**src/rtl/game_pkg.sv**
```systemverilog
// Shared types and constants for the stickman runner game-status logic.
package game_pkg;

   typedef enum logic [1:0] {
      IDLE,
      RUN,
      HIT,
      OVER
   } game_state_t;

   localparam logic [7:0]  KEY_ENTER = 8'h28;
   localparam logic [7:0]  KEY_SPACE = 8'h2C;

   // Largest value a 4-digit BCD word can hold; the score saturates here.
   localparam logic [15:0] BCD_MAX   = 16'h9999;

endpackage

```
**src/rtl/bcd_counter4.sv**
```systemverilog
// Four-digit BCD up-counter with synchronous clear, saturating at 9999.
module bcd_counter4
   import game_pkg::*;
(
   input  logic        Clk,
   input  logic        clr,
   input  logic        inc,
   output logic [15:0] q
);

   logic [15:0] q_nxt;
   logic        carry;

   // Ripple a +1 through the digits; a 9 wraps to 0 and carries onward.
   always_comb begin
      // NOTE: every comb output gets a default first so no path can infer a latch.
      q_nxt = q;
      carry = 1'b1;
      if (q != BCD_MAX) begin
         for (int i = 0; i < 4; i++) begin
            if (carry) begin
               if (q[i*4 +: 4] == 4'd9) begin
                  q_nxt[i*4 +: 4] = 4'd0;
               end else begin
                  q_nxt[i*4 +: 4] = q[i*4 +: 4] + 4'd1;
                  carry           = 1'b0;
               end
            end
         end
      end
   end

   // Count register; clear dominates increment.
   always_ff @(posedge Clk) begin
      if (clr) begin
         q <= '0;
      end else if (inc) begin
         q <= q_nxt;
      end
   end

endmodule

```
**src/rtl/game_ctrl.sv**
```systemverilog
// Game-status controller: frame tick and start-key edge detection,
// collision latch, IDLE/RUN/HIT/OVER sequencing, score and high score.
module game_ctrl
   import game_pkg::*;
#(
   parameter logic [7:0] START_KEY  = KEY_ENTER,
   parameter int         SCORE_DIV  = 6,
   parameter int         HIT_FRAMES = 30
) (
   input  logic        Clk,
   input  logic        Reset,
   input  logic        frame_clk,
   input  logic [7:0]  keycode,
   input  logic        is_stickman,
   input  logic        is_obstacle,
   output logic        playing,
   output logic        freeze,
   output logic        game_over,
   output logic [15:0] score,
   output logic [15:0] high_score
);

   // A divider or frame count of 1 would give a zero-width counter, so keep one bit.
   localparam int DIV_W = (SCORE_DIV  > 1) ? $clog2(SCORE_DIV)  : 1;
   localparam int HIT_W = (HIT_FRAMES > 1) ? $clog2(HIT_FRAMES) : 1;

   localparam logic [DIV_W-1:0] DIV_LAST = DIV_W'(SCORE_DIV - 1);
   localparam logic [HIT_W-1:0] HIT_LAST = HIT_W'(HIT_FRAMES - 1);

   game_state_t      state;
   game_state_t      state_nxt;

   logic             frame_d;
   logic             tick;
   logic [7:0]       key_d;
   logic             start;
   logic             overlap;
   logic             hit_flag;
   logic             hit_now;
   logic             state_change;
   logic             run_entry;
   logic [DIV_W-1:0] div_cnt;
   logic [HIT_W-1:0] hit_cnt;
   logic             score_clr;
   logic             score_inc;

   // Sample the frame clock and keycode to find their rising/new-press edges.
   always_ff @(posedge Clk) begin
      if (Reset) begin
         // NOTE: state registers use non-blocking assignments so every flop sees pre-edge values.
         frame_d <= 1'b0;
         tick    <= 1'b0;
         key_d   <= 8'h00;
      end else begin
         frame_d <= frame_clk;
         tick    <= frame_clk & ~frame_d;
         key_d   <= keycode;
      end
   end

   // Holding the key keeps key_d equal to it, so only the first cycle starts a game.
   assign start   = (keycode == START_KEY) && (key_d != START_KEY);
   assign overlap = is_stickman & is_obstacle;
   assign hit_now = hit_flag | overlap;

   // State register.
   always_ff @(posedge Clk) begin
      if (Reset) begin
         state <= IDLE;
      end else begin
         state <= state_nxt;
      end
   end

   // Next-state decision; start only matters when no game is in progress.
   always_comb begin
      state_nxt = state;
      case (state)
         IDLE:    if (start)                         state_nxt = RUN;
         RUN:     if (tick && hit_now)               state_nxt = HIT;
         HIT:     if (tick && (hit_cnt == HIT_LAST)) state_nxt = OVER;
         OVER:    if (start)                         state_nxt = RUN;
         default:                                    state_nxt = IDLE;
      endcase
   end

   assign state_change = (state_nxt != state);
   assign run_entry    = (state_nxt == RUN) && (state != RUN);

   // Output decode straight from the state register.
   always_comb begin
      playing   = 1'b0;
      freeze    = 1'b0;
      game_over = 1'b0;
      case (state)
         RUN:     playing = 1'b1;
         HIT: begin
            playing = 1'b1;
            freeze  = 1'b1;
         end
         OVER:    game_over = 1'b1;
         default: ;
      endcase
   end

   // Remember any overlap seen during the current frame; each tick starts a new frame.
   always_ff @(posedge Clk) begin
      if (Reset || (state != RUN) || tick) begin
         hit_flag <= 1'b0;
      end else if (overlap) begin
         hit_flag <= 1'b1;
      end
   end

   // Frame counters restart on every state entry and advance only on ticks.
   always_ff @(posedge Clk) begin
      if (Reset || state_change) begin
         div_cnt <= '0;
         hit_cnt <= '0;
      end else if (tick) begin
         if (state == RUN) begin
            div_cnt <= (div_cnt == DIV_LAST) ? '0 : div_cnt + DIV_W'(1);
         end
         if (state == HIT) begin
            hit_cnt <= hit_cnt + HIT_W'(1);
         end
      end
   end

   // A point is earned on the last frame of each divider period, unless that frame is a hit.
   assign score_clr = Reset | run_entry;
   assign score_inc = (state == RUN) && tick && !hit_now && (div_cnt == DIV_LAST);

   bcd_counter4 u_score (
      .Clk (Clk),
      .clr (score_clr),
      .inc (score_inc),
      .q   (score)
   );

   // Capture a new best score as the freeze animation finishes; BCD words compare as binary.
   always_ff @(posedge Clk) begin
      if (Reset) begin
         high_score <= 16'h0000;
      end else if ((state == HIT) && (state_nxt == OVER) && (score > high_score)) begin
         high_score <= score;
      end
   end

endmodule

```
**config.mk**
```make
export PLATFORM = sky130hd
export DESIGN_NAME = game_ctrl
export DESIGN_NICKNAME = d
export VERILOG_FILES = /design/src/rtl/game_pkg.sv /design/src/rtl/bcd_counter4.sv /design/src/rtl/game_ctrl.sv
export SDC_FILE = /design/constraint.sdc
export NUM_CORES = 1
export LEC_CHECK = 0
export ABC_CLOCK_PERIOD_IN_PS = 2700
export CORE_AREA = 5 5 80 82
export CTS_CLUSTER_SIZE = 28
export DETAILED_ROUTE_END_ITERATION = 8
export DIE_AREA = 0 0 85 87
export PLACE_DENSITY = 0.8
export SLEW_MARGIN = 20
export SYNTH_ARGS = -nofsm -noshare
export SYNTH_HDL_FRONTEND = slang
export SYNTH_HIERARCHICAL = 1
export SYNTH_SLANG_ARGS = --single-unit
```
**constraint.sdc**
```tcl
create_clock -name Clk -period 2.7 [get_ports Clk]
set_input_delay 0.81 -clock Clk [delete_from_list [all_inputs] [get_ports Clk]]
set_output_delay 0.81 -clock Clk [all_outputs]
set_load 0.02 [all_outputs]
```
==> flow_summary_export.csv <==
group,metric,value,unit
run_status,status,"complete, no violations",
setup_path,cpPeakStageDelay,440,ps
place,place.gp.congestion,0.790,
route,wl_per_cell,14.0,um
synthesis,syn_inst,326,
clock_network,numCtsBuffers,5,
floorplanning,fp.dieH,87,um
timing,period_share,0.950,
place,dp_cells,458,
floorplanning,io_pins,48,
route,first_pass_iters,4,
place,dp_hpwl,4.91,mm
setup_path,end_kind,"register",
setup_path,ff2ff_path_depth,8,
route,drtAntennaViolNets,0,
setup_path,worstPathCellList,"clkdlybuf4s50_1 > nor4b_2 > o2111ai_2 > a22oi_4 > nand4_2 > a21oi_4 > buf_12 > mux2i_1",
clock_network,cts_resized,0,
power,max-vdd-ir-drop,0.270,mV
setup_path,crit_family,"buffers and inverters",
final_layout,syn2layout_area_growth,25.5,%
route,wl,6.54,mm
clock_network,clock_latency,300,ps
final_layout,fin_util,0.653,
setup_path,r2r_end,"u_score/q[7]",
floorplanning,die_w,85,um
timing,maxSlewHeadroom,0.709,
synthesis,ys_seq_elements,53,
synthesis,syn_nets,361,
setup_path,reg2reg_from,"state[0]",
final_layout,fin_nets,425,
final_layout,mostFrequentLayoutCell,"dfxtp_1",
floorplanning,die_area,0.00740,mm2
clock_network,cts_setup_buffers,0,
route,drtIter0Drc,99,
timing,slew_viol_final,0,
setup_path,crit_required,2930,ps
job,drv_cap,0,
timing,fin_ws,136,ps
worst_hold_path,min_to,"tick",
grt,grt_pass1_wl,11.0,mm
floorplanning,core,0.00568,mm2
timing,fmax,0.390,GHz
route,via_per_inst,5.43,
clock_network,holdBufCountCts,0,
clock_network,cts_max_path_buffers,2,
setup_path,cp_num_buf_inv,2,
power,leakagePower,1.30,nW
place,numPortBuffers,47,
clock_network,cts.clk_slew.worst_paths,90,ps
place,place_ws,-195,ps
worst_hold_path,hold_class,"reg -> reg",
synthesis,synth_cell_types,57,
grt,overflow,0,
timing,hold_viol,0,
timing,rsz0062_at_grt,"no",
timing,setup_tns,0,ps
synthesis,ys_warn_count,6,
synthesis,netlist_area,0.00296,mm2
floorplanning,start_util,0.521,
synthesis,ys_async_sr_fraction,0,
clock_network,cts_sinks,53,
worst_hold_path,min_from,"frame_d",
synthesis,seq_area_frac_synth,0.359,
grt,grt_pass1_vias,2393,
timing,period_needed,2560,ps
synthesis,synthFlopType,"dfxtp_1",
power,power_density,428,mW/mm2
grt,grt_max_degree,29,
final_layout,diodes,0,
route,vias,2532,
worst_hold_path,hold_depth,1,
setup_path,crit_path_start_kind,"input port",
setup_path,cpMaxStageDelayCell,"clkdlybuf4s50_1",
clock_network,htree_levels,2,
synthesis,syn_area_per_cell,9.07,um2
final_layout,layout_common_cells,"53 x dfxtp_1, 47 x clkdlybuf4s50_1, 32 x nand2b_1",
final_layout,stdcell_count,466,
setup_path,reg2reg_slack,380,ps
floorplanning,row_count,28,
power,power,1.59,mW
timing,setup_viol,0,
setup_path,crit_path_max_fanout,16,
final_layout,drive_gt1_frac,0.107,
synthesis,synth_edf_count,0,
timing,worst_pin_slew,433,ps
clock_network,cts_tree,"done",
setup_path,critPathArrivalTime,2790,ps
route,post-route-drc-count,0,
grt,track_usage,0.182,
setup_path,worstSetupPathType,"in -> reg",
grt,antenna_found_initial,0,
clock_network,root_buffer,"clkbuf_8",
setup_path,critical_path_depth,8,
timing,skew,6.11,ps
-- cell families (layout without fill, tap and decap cells) --
logic type	count (synthesis)	count (layout)	share of synthesized area
simple gates	135	135	0.279
compound gates	53	53	0.129
flops	53	53	0.359
buf+inv	36	101	0.0516
fa+ha+maj	22	22	0.0931
mux	18	18	0.0614
xor+xnor	9	9	0.0267
-- worst reg2reg max path: stages, from the launching register on --
cell and delay, ps:
dfxtp_1 350, inv_1 70, ha_1 290, and4_1 270, a311oi_1 440, a22oi_4 100, a31o_2 340, buf_4 190
a311oi_1 200
-- metal layers --
metal	vias to the layer above	wire length, um	GRT usage
li1	1263	-	-
met1	1204	2880	0.226
met2	57	3280	0.321
met3	8	295	0.0369
met4	0	80	0.0518
met5	-	0	0
-- layout make-up --
class,count,area [um2]
clock buffer,7,76.3
clock inverter,1,7.51
fill,484,1970
inverter,27,101
multi-input combinational,237,1740
sequential,53,1060
tap,75,93.8
timing repair buffer,66,626
-- registers in the layout, summed over array words and instances, names as in the netlist --
signal	count
u_score/q	16
div_cnt	3
high_score	16
state	2
hit_flag	1
key_d	8
tick	1
frame_d	1
hit_cnt	5
-- where the power goes --
part / switching, mW / total [mW] / internal (mW)
Clock: 0.251 / 0.435 / 0.184
Sequential: 0.0192 / 0.821 / 0.802
Combinational: 0.179 / 0.333 / 0.154
Total: 0.449 / 1.59 / 1.14
-- Yosys cell counts, drive strengths merged, types with 2 or more instances --
cell	n	area share
dfxtp	53	0.36
nand2b	32	0.068
inv	27	0.034
nor2	27	0.034
ha	22	0.093
a21oi	19	0.036
mux2i	17	0.058
nor2b	17	0.036
nand2	16	0.020
o21ai	10	0.017
nand3	9	0.019
nand4	8	0.019
clkbuf	6	0.0076
xor2	6	0.018
nor3	5	0.0085
a211oi	3	0.0093
a311oi	3	0.0089
a31oi	3	0.0085
buf	3	0.0097
o211ai	3	0.0076
or4	3	0.0076
xnor2	3	0.0089
a22oi	2	0.0097
and4bb	2	0.0097
nand4bb	2	0.0076
nor4b	2	0.013
or3	2	0.0042
or4b	2	0.0068
-- worst max-delay path by stage --
stage	from	endpoint	slack, ps
after floorplan	keycode[4]	u_score/q[1]	260
after CTS	keycode[4]	high_score[12]	120
after global placement	is_stickman	u_score/q[15]	-90
final	keycode[4]	high_score[12]	140
after global routing	keycode[4]	high_score[13]	0.4
after detailed placement	keycode[4]	high_score[12]	-190
-- through the flow --
step | hold slack [ps] | cell area [um2]
after floorplan | 367 | 2960
after global placement | 376 | 3620
after detailed placement | 382 | 3620
after CTS | 395 | 3710
after global routing | 398 | 3710
final | 390 | 3710
Note: power is estimated with default switching activity, not from simulation.
